===== config.mk =====
export PLATFORM = sky130hd
export DESIGN_NAME = if_id_reg
export DESIGN_NICKNAME = d
export VERILOG_FILES = /design/src/rtl/mips_pkg.sv /design/src/rtl/if_addr_chk.sv /design/src/rtl/if_id_reg.sv
export SDC_FILE = /design/constraint.sdc
export NUM_CORES = 1
export LEC_CHECK = 0
export BUFFER_PORTS_ARGS = -buffer_cell sky130_fd_sc_hd__buf_2
export CAP_MARGIN = 20
export CELL_PAD_IN_SITES_DETAIL_PLACEMENT = 1
export CELL_PAD_IN_SITES_GLOBAL_PLACEMENT = 1
export CORE_MARGIN = 4
export CORE_UTILIZATION = 33
export CTS_BUF_LIST = sky130_fd_sc_hd__clkbuf_16
export CTS_CLUSTER_SIZE = 24
export DETAILED_ROUTE_END_ITERATION = 10
export GPL_TIMING_DRIVEN = 0
export PLACE_DENSITY_LB_ADDON = 0.1
export SKIP_CTS_REPAIR_TIMING = 1
export SYNTH_ARGS = -nofsm -noshare
export SYNTH_HDL_FRONTEND = slang
export SYNTH_HIERARCHICAL = 1
export SYNTH_SLANG_ARGS = --single-unit

===== constraint.sdc =====
create_clock -name clk -period 3.9 [get_ports clk]
set_clock_uncertainty 0.1 [all_clocks]
set_input_delay 0.585 -clock clk [delete_from_list [all_inputs] [get_ports clk]]
set_output_delay 0.585 -clock clk [all_outputs]
set_load 0.01 [all_outputs]

===== src/rtl/mips_pkg.sv =====
// Shared MIPS pipeline constants: exception codes, the nop encoding and the default
// instruction-memory window used by the PC, fetch/decode register and address checkers.
package mips_pkg;

  localparam logic [4:0]  EXC_NONE = 5'd0;
  localparam logic [4:0]  EXC_ADEL = 5'd4;

  localparam logic [31:0] NOP_INSTR = 32'h0000_0000;

  // Instruction memory window, byte addresses, both ends inclusive
  localparam logic [31:0] IM_BASE_DEF = 32'h0000_3000;
  localparam logic [31:0] IM_TOP_DEF  = 32'h0000_6FFF;

endpackage


===== src/rtl/if_addr_chk.sv =====
// Combinational fetch-address checker: flags word-misaligned or out-of-window addresses.
// Reusable by the PC and data stages through the IM_BASE/IM_TOP parameters.
module if_addr_chk
  import mips_pkg::*;
#(
  parameter logic [31:0] IM_BASE = IM_BASE_DEF,
  parameter logic [31:0] IM_TOP  = IM_TOP_DEF
) (
  input  logic [31:0] pc,
  output logic        illegal
);

  // Start address of the last whole word that still fits below IM_TOP
  localparam logic [31:0] LAST_WORD = IM_TOP - 32'd3;

  logic misaligned;
  logic below_base;
  logic above_top;

  always_comb begin
    misaligned = |pc[1:0];
    below_base = (pc < IM_BASE);
    above_top  = (pc > LAST_WORD);
    illegal    = misaligned | below_base | above_top;
  end

endmodule


===== src/rtl/if_id_reg.sv =====
// Fetch/decode pipeline register with fetch-address exception tagging, stall and flush.
// Optional saturating performance counters are built when IFID_PERF_CNT_EN is defined.
module if_id_reg
  import mips_pkg::*;
#(
  parameter logic [31:0] IM_BASE = IM_BASE_DEF,
  parameter logic [31:0] IM_TOP  = IM_TOP_DEF,
  parameter int          CNT_W   = 32
) (
  input  logic             clk,
  input  logic             rst,
  input  logic             stall,
  input  logic             flush,
  input  logic [31:0]      F_pc,
  input  logic [31:0]      F_instr,
  input  logic             F_bd,
  output logic [31:0]      D_pc,
  output logic [31:0]      D_instr,
  output logic             D_valid,
  output logic             D_bd,
  output logic [4:0]       D_exc,
  output logic [CNT_W-1:0] stall_cnt,
  output logic [CNT_W-1:0] flush_cnt,
  output logic [CNT_W-1:0] fetch_cnt
);

  logic        f_illegal;
  logic        load;

  logic [31:0] d_pc_q,    d_pc_d;
  logic [31:0] d_instr_q, d_instr_d;
  logic        d_valid_q, d_valid_d;
  logic        d_bd_q,    d_bd_d;
  logic [4:0]  d_exc_q,   d_exc_d;

  if_addr_chk #(
    .IM_BASE (IM_BASE),
    .IM_TOP  (IM_TOP)
  ) u_addr_chk (
    .pc      (F_pc),
    .illegal (f_illegal)
  );

  assign load = !flush && !stall;

  always_comb begin
    d_pc_d    = d_pc_q;
    d_instr_d = d_instr_q;
    d_valid_d = d_valid_q;
    d_bd_d    = d_bd_q;
    d_exc_d   = d_exc_q;
    if (flush) begin
      // Bubble keeps the fetch PC so a later exception still has a meaningful address
      d_pc_d    = F_pc;
      d_instr_d = NOP_INSTR;
      d_valid_d = 1'b0;
      d_bd_d    = 1'b0;
      d_exc_d   = EXC_NONE;
    end else if (load) begin
      d_pc_d    = F_pc;
      d_bd_d    = F_bd;
      d_valid_d = 1'b1;
      d_instr_d = f_illegal ? NOP_INSTR : F_instr;
      d_exc_d   = f_illegal ? EXC_ADEL  : EXC_NONE;
    end
  end

  // F -> D stage boundary
  always_ff @(posedge clk or posedge rst) begin
    if (rst) begin
      d_pc_q    <= IM_BASE;
      d_instr_q <= NOP_INSTR;
      d_valid_q <= 1'b0;
      d_bd_q    <= 1'b0;
      d_exc_q   <= EXC_NONE;
    end else begin
      d_pc_q    <= d_pc_d;
      d_instr_q <= d_instr_d;
      d_valid_q <= d_valid_d;
      d_bd_q    <= d_bd_d;
      d_exc_q   <= d_exc_d;
    end
  end

  assign D_pc    = d_pc_q;
  assign D_instr = d_instr_q;
  assign D_valid = d_valid_q;
  assign D_bd    = d_bd_q;
  assign D_exc   = d_exc_q;

`ifdef IFID_PERF_CNT_EN
  localparam logic [CNT_W-1:0] CNT_ONE = {{(CNT_W-1){1'b0}}, 1'b1};

  logic [CNT_W-1:0] stall_cnt_q, stall_cnt_d;
  logic [CNT_W-1:0] flush_cnt_q, flush_cnt_d;
  logic [CNT_W-1:0] fetch_cnt_q, fetch_cnt_d;

  function automatic logic [CNT_W-1:0] sat_inc(input logic [CNT_W-1:0] v, input logic en);
    logic [CNT_W-1:0] r;
    r = v;
    if (en && (v != {CNT_W{1'b1}}))
      r = v + CNT_ONE;
    return r;
  endfunction

  always_comb begin
    stall_cnt_d = sat_inc(stall_cnt_q, stall && !flush);
    flush_cnt_d = sat_inc(flush_cnt_q, flush);
    fetch_cnt_d = sat_inc(fetch_cnt_q, load);
  end

  always_ff @(posedge clk or posedge rst) begin
    if (rst) begin
      stall_cnt_q <= '0;
      flush_cnt_q <= '0;
      fetch_cnt_q <= '0;
    end else begin
      stall_cnt_q <= stall_cnt_d;
      flush_cnt_q <= flush_cnt_d;
      fetch_cnt_q <= fetch_cnt_d;
    end
  end

  assign stall_cnt = stall_cnt_q;
  assign flush_cnt = flush_cnt_q;
  assign fetch_cnt = fetch_cnt_q;
`else
  assign stall_cnt = '0;
  assign flush_cnt = '0;
  assign fetch_cnt = '0;
`endif

endmodule


# Word-level counts from Yosys, hierarchy flattened
# Index checks and enable logic that the tools add are counted.
classes:
  magnitude_cmp: 2
  muxes: 12
  bitwise_logic: 2
  reduce_logical: 5
ops:
  columns: ["operator", "count"]
  rows:
  - ["32-bit two-way mux", 5]
  - ["32-bit by 15-bit > comparator with 1-bit output, second input constant", 1]
  - ["32-bit by 14-bit less-than comparator with 1-bit output, second input constant", 1]
  - ["5-bit two-way mux", 2]
  - ["1-bit two-way mux", 4]
  - ["3-bit two-way mux", 1]
  - ["1-bit zero test", 2]
  - ["1-bit bitwise OR", 2]
  - ["2-bit nonzero test", 1]
  - ["2-bit OR reduction", 1]
  - ["1-bit logical AND", 1]
word_totals:
  regBits: 71
  input_bits: 69
  wordCells: 26

# Longest topological paths before layout
# Gate-level depths: netlist (run 1).
logic_depth:
  word_depth: 6
  depth_mapped: 6
  mapped_depth_nobuf: 5

# Hierarchy
# Netlist (run 1), hierarchy kept.
by_module_without_submodules:
  columns: ["mod", "instances", "cells_each", "area_each_um2", "seq_area_each_um2"]
  rows:
  - ["if_id_reg", 1, 283, 3522.1, 1679.1]
  - ["if_addr_chk", 1, 9, 55.1, 0.0]

# Worst setup path before layout (run 1)
# No wires, ideal clock.
synth_path:
  kind: "input to register"
  start: "input port F_pc[0]"
  end: "register d_instr_q[19], in the netlist D_instr[19]"
  setup_ps: 78
  t_arrival_ps: 1800
  setup_slack_ps: 1922
  cell_stages: 6
  path_cell_list: "nor4_1 and3_1 nand4_1 clkbuf_1 or3b_1 a21oi_1"
synth_via:
  elab_chain_cells: 6
  elab_cells_between_ends: 8
synth_rtl:
  columns: ["element", "line", "text"]
  rows:
  - ["start: declaration", "if_id_reg.sv:14", "input logic [31:0] F_pc,"]
  - ["32-bit by 14-bit less-than comparator with 1-bit output / 2-bit OR reduction (equally long branches)", "if_addr_chk.sv:22, if_addr_chk.sv:21", null]
  - ["1-bit bitwise OR", "if_addr_chk.sv:24", "illegal = misaligned | below_base | above_top;"]
  - ["1-bit bitwise OR *", "if_addr_chk.sv:24", null]
  - ["net f_illegal", "if_id_reg.sv:27", "logic f_illegal;"]
  - ["32-bit two-way mux *", "if_id_reg.sv:63", "d_instr_d = f_illegal ? NOP_INSTR : F_instr;"]
  - ["32-bit two-way mux *", "if_id_reg.sv:59", "end else if (load) begin"]
  - ["32-bit two-way mux *", "if_id_reg.sv:52", "if (flush) begin"]
  - ["end signal: assignment", "if_id_reg.sv:78", "d_instr_q <= d_instr_d;"]
  - ["end: declaration", "if_id_reg.sv:31", "logic [31:0] d_instr_q, d_instr_d;"]
# The timed path passes the listed nets; every way through them passes the cells marked *. The select of a mux whose other input is x is not followed.
# A chain may end at the register's enable or synchronous reset.

# Final worst setup path (run 1)
layout_path:
  start: "input port F_pc[0]"
  end: "register d_instr_q[23], in the netlist D_instr[23]"
# The elaborated chain is that of the path after synthesis.

==> impl_metrics.toml, run 1 <==
[grt]
use_met1_pct = 19.6
grt_antenna_before_repair = 0
gr-max-usage-layer = "met2"
met3_usage_pct = 4.96
maximum_number_of_pins_on_one_net_before_global_route_repair = 68
gr-total-overflow = 0
grt_pass1_vias = 2862
gr-usage-all-layers_pct = 15.1
grt_pass1_wl_um = 15300
globalRouteMet2Util_pct = 24.6

[route]
drt_wl_total_um = 9650
drtIter0Drc = 81
drtPass1Iterations = 4
route.vias.total = 2728
antenna_left = 0
wl_per_cell_um = 14.3
total_drc_errors_in_the_routed_layout = 0
route.detailed.vias_per_inst = 4.03

[floorplan]
floorplan.initialDensity_pct = 34.2
placeableCoreArea_um2 = 10500
io_pins = 236
placement_row_count = 37
floorplan.die.height_um = 112
die_area_um2 = 12600
chipWidth_um = 112

[worst_setup_path]
critical-path-slowest-cell = "sky130_fd_sc_hd__or3b_1"
worst_path_buffer_plus_inverter_count = 2
critPathLaunchType = "input port"
cp_slowest_stage_delay_ns = 0.41
critPathCaptureType = "flop"
cp_max_fo = 10
cp.required_ns = 4.04
setup.worst_path.class = "in -> reg"
crit_chain = "buf_2 -> nor4_1 -> and3_1 -> nand4_1 -> clkbuf_1 -> or3b_1 -> a21oi_1"
critical_path_arrival_ns = 2.30
cpLargestDelayFamily = "simple AND/OR/NAND/NOR gates"

[power]
power.density_cell_area_nw_per_um2 = 349
total_leakage_power_nw = 2.93
vdd.ir_drop.worst_v = 0.000144

[layout]
drive_above_1_share_pct = 54.3
finish.cell_count_without_fillers = 677
layout.core_utilization_pct = 48.2
fill_cell_total_of_the_finished_layout = 1252
area_growth_pct = 41.1
finalInstanceArea_um2 = 5050
fin_nets = 605
antennaDiodeCount = 0

[clocking]
cts_num_sinks = 67
number_of_buffers_added_by_the_clock_tree_synthesis_step = 9
tritoncts = "done"
cts_max_level = 3
cts_buffer_depth = 2
worstSkewPairLatency_ns = 0.31
cts.reportedPaths.clkPinSlew_ns = 0.05
ctsRootBufferMaster = "sky130_fd_sc_hd__clkbuf_16"

[synth]
synth-warning-count = 6
synthesis.instances = 292
post_synth_num_cell_types = 24
synthesis.area_per_instance_um2 = 12.3
sequential_cell_area_fraction_in_the_yosys_report_pct = 46.9
ys_seq_elements = 67
netlist_area_before_placement_um2 = 3580

[timing]
timing.hold.ws_ns = 0.329
fin_crit_sh_pct = 55.4
finalCriticalPeriod_ns = 2.16
maxSlewHeadroom_pct = 43.9
worst_margin_pin_slew_ns = 0.841
final-hold-violation-count = 0
final_max_slew_viol_count = 0
clock.fmax_mhz = 463
rsz0062_at_grt = "no"
finalSetupTns_ns = 0
setup-violations-final = 0

[place]
buffer_ports.inserted = 134
placement_stage_cell_area_um2 = 4790
finalWeightedCongestion = 0.761
detailed_place_hpwl_um = 7700
place_inst = 661

[job]
drv_cap = 0

[run_status]
run_status = "complete, no violations"

[worst_hold_path]
worst_hold_path_type = "in -> async"
==> per-stage QoR <==
| stage | power, mW | setup WS (ns) |
|---|---|---|
| 5_1_grt | 1.85 | 1.45 |
| 3_3_place_gp | 1.06 | 0.621 |
| 3_5_place_dp | 1.07 | 1.35 |
| 6_report | 1.76 | 1.74 |
| 2_1_floorplan | 0.977 | 1.54 |
| 4_1_cts | 1.78 | 1.70 |
==> area by class of cell <==
class                      count  area, um^2  share of cell area [%]
buffer                       116         888                    17.6
clock buffer                   9         225                    4.46
clock inverter                 7        30.0                   0.595
inverter                       3        13.8                   0.273
multi-input combinational    205        1370                    27.1
sequential                    67        1680                    33.3
tap                          136         170                    3.37
timing repair buffer         134         671                    13.3
==> synth_stat cells (all sizes together) <==
cell / n / area, um^2
nor3: 1 / 5.00
nor2: 3 / 11.3
and3: 1 / 6.26
dfrtp: 65 / 1630
nor2b: 1 / 6.26
buf: 112 / 873
nand2: 13 / 48.8
a32o: 20 / 200
a21oi: 13 / 65.1
conb: 1 / 3.75
mux2i: 2 / 20.0
xnor2: 1 / 8.76
inv: 3 / 11.3
nand2b: 1 / 13.8
dfstp: 2 / 52.6
nand4: 1 / 6.26
clkbuf: 4 / 15.0
nor4: 4 / 25.0
or3b: 12 / 105
mux2: 32 / 473
==> cells in the final DEF, fill, tap and decap left out <==
cell | Yosys | routed
sky130_fd_sc_hd__a21oi_1 | 13 | 13
sky130_fd_sc_hd__a32o_1 | 20 | 20
sky130_fd_sc_hd__and3_1 | 1 | 1
sky130_fd_sc_hd__buf_12 | 3 | 3
sky130_fd_sc_hd__buf_2 | 5 | 139
sky130_fd_sc_hd__buf_4 | 102 | 102
sky130_fd_sc_hd__buf_6 | 2 | 2
sky130_fd_sc_hd__clkbuf_1 | 4 | 4
sky130_fd_sc_hd__clkbuf_16 | 0 | 9
sky130_fd_sc_hd__clkinv_1 | 0 | 2
sky130_fd_sc_hd__clkinv_2 | 0 | 3
sky130_fd_sc_hd__conb_1 | 1 | 100
sky130_fd_sc_hd__dfrtp_1 | 65 | 65
sky130_fd_sc_hd__dfstp_2 | 2 | 2
sky130_fd_sc_hd__inv_1 | 3 | 4
sky130_fd_sc_hd__inv_4 | 0 | 1
sky130_fd_sc_hd__mux2_2 | 2 | 2
sky130_fd_sc_hd__mux2_4 | 30 | 30
sky130_fd_sc_hd__mux2i_1 | 2 | 2
sky130_fd_sc_hd__nand2_1 | 13 | 13
sky130_fd_sc_hd__nand2b_4 | 1 | 1
sky130_fd_sc_hd__nand4_1 | 1 | 1
sky130_fd_sc_hd__nor2_1 | 3 | 3
sky130_fd_sc_hd__nor2b_1 | 1 | 1
sky130_fd_sc_hd__nor3_1 | 1 | 1
sky130_fd_sc_hd__nor4_1 | 4 | 4
sky130_fd_sc_hd__or3b_1 | 12 | 12
sky130_fd_sc_hd__xnor2_1 | 1 | 1
==> final timing paths <==
path,from,end,slack [ns],cells past startpoint
worst min-delay path,rst,D_instr[9],0.33,2
worst max register to register,D_pc[23],D_pc[23],3.01,1
min in group clk,flush,D_instr[27],0.37,2
max in group asynchronous,rst,D_instr[2],2.81,2
worst max-delay path,F_pc[0],D_instr[23],1.74,7
worst min register to register,D_instr[2],D_instr[2],0.38,1
==> cells by family after synthesis <==
family | count (synthesis) | synth area share, %
AOI/OAI and AO/OA | 33 | 7.42
xor gates and xnor gates | 1 | 0.245
buffers and inverters | 119 | 25.1
DFF | 67 | 46.9
muxes | 34 | 13.8
other | 1 | 0.105
and+or+nand+nor | 37 | 6.37
==> layer usage <==
layer  part of all wire (%)  wire length [um]
met1                     42              4020
met3                    8.8               845
met5                      0                 0
met2                     49              4700
met4                   0.79                76
==> power breakdown <==
| group | leakage (nW) | switching (mW) | internal [mW] |
|---|---|---|---|
| combinational | 1.94 | 0.153 | 0.167 |
| clock | 0.136 | 0.280 | 0.417 |
| sequential | 0.856 | 0.0156 | 0.727 |
==> registers in the layout (all words and copies together) (netlist names) <==
| register | cells |
|---|---|
| D_valid | 1 |
| D_exc | 1 |
| D_pc | 32 |
| D_bd | 1 |
| D_instr | 32 |
Power figures use the tool's default switching activity.
==> run 2, diff against run 1 <==
--- a/config.mk
+++ b/config.mk
@@ -5,12 +5,13 @@
 export SDC_FILE = /design/constraint.sdc
 export NUM_CORES = 1
 export LEC_CHECK = 0
+export ABC_AREA = 1
 export BUFFER_PORTS_ARGS = -buffer_cell sky130_fd_sc_hd__buf_2
 export CAP_MARGIN = 20
 export CELL_PAD_IN_SITES_DETAIL_PLACEMENT = 1
 export CELL_PAD_IN_SITES_GLOBAL_PLACEMENT = 1
 export CORE_MARGIN = 4
-export CORE_UTILIZATION = 33
+export CORE_UTILIZATION = 29
 export CTS_BUF_LIST = sky130_fd_sc_hd__clkbuf_16
 export CTS_CLUSTER_SIZE = 24
 export DETAILED_ROUTE_END_ITERATION = 10
==> constraint.sdc (replaced) <==
create_clock -name clk -period 2.1 [get_ports clk]
set_clock_uncertainty 0.1 [all_clocks]
set_input_delay 0.315 -clock clk [delete_from_list [all_inputs] [get_ports clk]]
set_output_delay 0.315 -clock clk [all_outputs]
set_load 0.01 [all_outputs]
==> run 2 against run 1 <==
- non-clock buffer count rose by 9
- clock-buffer cell count stayed put
- cell count increased by 34%
- combinational power up 83%
- critical path depth grew 4
- cell area rose by 5.6%
- hold slack got worse by 0.27 ns
- sequential share of layout area decreased by 1.8 points
- utilization fell by 6.2 points
- sequential cell count did not move
- critical path type unchanged
- largest power group is now the clock network
==> impl_metrics.toml, run 2 <==
[job]
drv_cap = 0

[timing]
final_max_slew_viol_count = 0
clock.fmax_mhz = 723
maxSlewHeadroom_pct = 42.1
setup_ws_ns = 0.717
setup-violations-final = 0
fin_crit_sh_pct = 65.9
rsz0062_at_grt = "no"
finalCriticalPeriod_ns = 1.38
final-hold-violation-count = 0
worst_margin_pin_slew_ns = 0.868
timing.hold.ws_ns = 0.0586

[synth]
ys_seq_elements = 67
netlist.top_cell.by_area = "sky130_fd_sc_hd__dfrtp_1"
netlist_area_before_placement_um2 = 3760
synth_most_common_cell = "sky130_fd_sc_hd__nand2_1"
sequential_cell_area_fraction_in_the_yosys_report_pct = 44.6
number_of_flops_mapped_to_enable_cells_by_yosys = 0
synthTopCellsByArea = "sky130_fd_sc_hd__dfrtp_1, sky130_fd_sc_hd__buf_4, sky130_fd_sc_hd__nand2_1"
synthesis.area_per_instance_um2 = 7.77
synthesis.instances = 484
synthArstFlopShare_pct = 100
post_synth_num_cell_types = 15
netlist_top_cells_count = "sky130_fd_sc_hd__nand2_1, sky130_fd_sc_hd__buf_4, sky130_fd_sc_hd__nand3_1"
synth-warning-count = 6
yosys_most_used_dff = "sky130_fd_sc_hd__dfrtp_1"
yosys.area.top_type_share_pct = 43.2

[floorplan]
placeableCoreArea_um2 = 12700
chipWidth_um = 122
die_area_um2 = 14900
placement_row_count = 41
floorplan.die.height_um = 122
io_pins = 236
floorplan.initialDensity_pct = 29.7

[power]
sequentialPowerShare_pct = 39.0
p_int_mw = 2.63
vdd.ir_drop.worst_v = 0.000386
clockPowerShare_pct = 44.5
total_leakage_power_nw = 3.39
power.density_cell_area_nw_per_um2 = 664
power.net_switching_mw = 0.910
netSwitchingFraction_pct = 25.7
share_comb_of_total_power_pct = 16.5

[place]
post-place-ws_ns = 0.354
buffer_ports.inserted = 134
detailed_place_hpwl_um = 9030
place_inst = 889
finalWeightedCongestion = 0.713

[grt]
grt_antenna_before_repair = 0
maximum_number_of_pins_on_one_net_before_global_route_repair = 68
grt_pass1_vias = 3738
gr-total-overflow = 0
grt_pass1_wl_um = 18600
gr-usage-all-layers_pct = 15.6

[layout]
drive_above_1_share_pct = 37.2
layout.cells.most_common_list = "sky130_fd_sc_hd__buf_2, sky130_fd_sc_hd__nand2_1, sky130_fd_sc_hd__buf_4"
finish.cell_count_without_fillers = 905
area_growth_pct = 41.7
fill_cell_total_of_the_finished_layout = 1695
antennaDiodeCount = 0
commonest_non_fill_non_tap_cell_in_the_layout = "sky130_fd_sc_hd__buf_2"
fin_nets = 797

[worst_setup_path]
cp_max_fo = 10
cp.required_ns = 2.21
worst_path_buffer_plus_inverter_count = 3
critPathLaunchType = "input port"
cp_slowest_stage_delay_ns = 0.29
critical-path-slowest-cell = "sky130_fd_sc_hd__buf_2"
setup.worst_path.class = "in -> reg"
cpLargestDelayFamily = "buffers and inverters"
critical_path_arrival_ns = 1.50
critPathCaptureType = "flop"
crit_chain = "buf_2 -> nand2_1 -> nand2_1 -> nand3_1 -> nor2_1 -> nand3_1 -> clkbuf_1 -> buf_2 -> nor2_1 -> nand2_1 -> nand2_1"
worst_path_most_repeated_cell = "sky130_fd_sc_hd__nand2_1"

[route]
post_route_m1_wl_um = 4960
total_drc_errors_in_the_routed_layout = 0
met3RoutedLength_um = 971
antenna_left = 0
drtPass1Iterations = 4
wl_per_cell_um = 12.8
met2_wirelength_um = 5540
drtIter0Drc = 210
drt_wl_total_um = 11600
route.vias.total = 3499
highest-signal-layer = "met4"
route.detailed.vias_per_inst = 3.87

[clocking]
cts_buffer_depth = 2
cts_num_sinks = 67
number_of_buffers_added_by_the_clock_tree_synthesis_step = 9
ctsRootBufferMaster = "sky130_fd_sc_hd__clkbuf_16"
tritoncts = "done"
cts.reportedPaths.clkPinSlew_ns = 0.06
cts_max_level = 3
worstSkewPairLatency_ns = 0.32

[run_status]
run_status = "complete, no violations"

[worst_hold_path]
worst_hold_path_type = "in -> async"
run 2: metrics by stage:
| step | setup TNS, ns | utilization (%) | power, mW | cell area (um^2) |
|---|---|---|---|---|
| 4_1_cts | 0 | 42.1 | 3.57 | 5330 |
| 2_1_floorplan | 0 | - | 1.79 | 4130 |
| 3_3_place_gp | -63.49 | 39.6 | 1.97 | 5020 |
| 3_5_place_dp | 0 | 39.6 | 1.98 | 5020 |
| 5_1_grt | 0 | 42.1 | 3.71 | 5330 |
| 6_report | 0 | 42.1 | 3.54 | 5330 |
run 2: worst paths after layout:
check | end | from | cells past startpoint | slack, ns
setup / recovery | D_instr[21] | F_pc[13] | 11 | 0.72
max in group asynchronous | D_instr[3] | rst | 2 | 1.25
hold reg to reg | D_pc[12] | D_pc[12] | 2 | 0.39
hold / removal | D_pc[7] | rst | 2 | 0.06
setup reg to reg | D_pc[13] | D_pc[13] | 2 | 1.26
min in group clk | D_pc[4] | F_pc[4] | 3 | 0.09
run 2: logic make-up (layout without fill, tap and decap cells):
family	count (synthesis)	count (layout)	synth area share (%)
AND/OR/NAND/NOR	253	253	27.8
other	1	100	0.0997
AO/OA/AOI/OAI	1	1	0.133
buffers and inverters	162	312	27.3
flip-flops	67	67	44.6
run 2: final cells by class:
cell class	instances	area, um^2	area share (%)
clock inverters	7	83.8	1.57
repair buffers	134	671	12.6
plain buffers	125	890	16.7
flip-flops and latches	67	1680	31.5
clock buffers	9	225	4.23
well taps	172	215	4.04
multi-input cells	354	1430	26.7
inverters	37	141	2.65
run 2: per-layer routing:
metal | vias to the layer above | GRT usage [%]
met1 | 1608 | 19.9
met4 | 0 | 3.43
li1 | 1757 | -
met2 | 125 | 26.2
met3 | 9 | 4.74
met5 | - | 0
run 2: power by group through the flow:
stage	sequential, mW	combinational, mW	clock, mW
floorplan	1.43	0.365	0
global placement	1.40	0.573	0
detailed placement	1.40	0.580	0
CTS	1.38	0.583	1.61
global route	1.39	0.660	1.67
finish	1.38	0.585	1.58
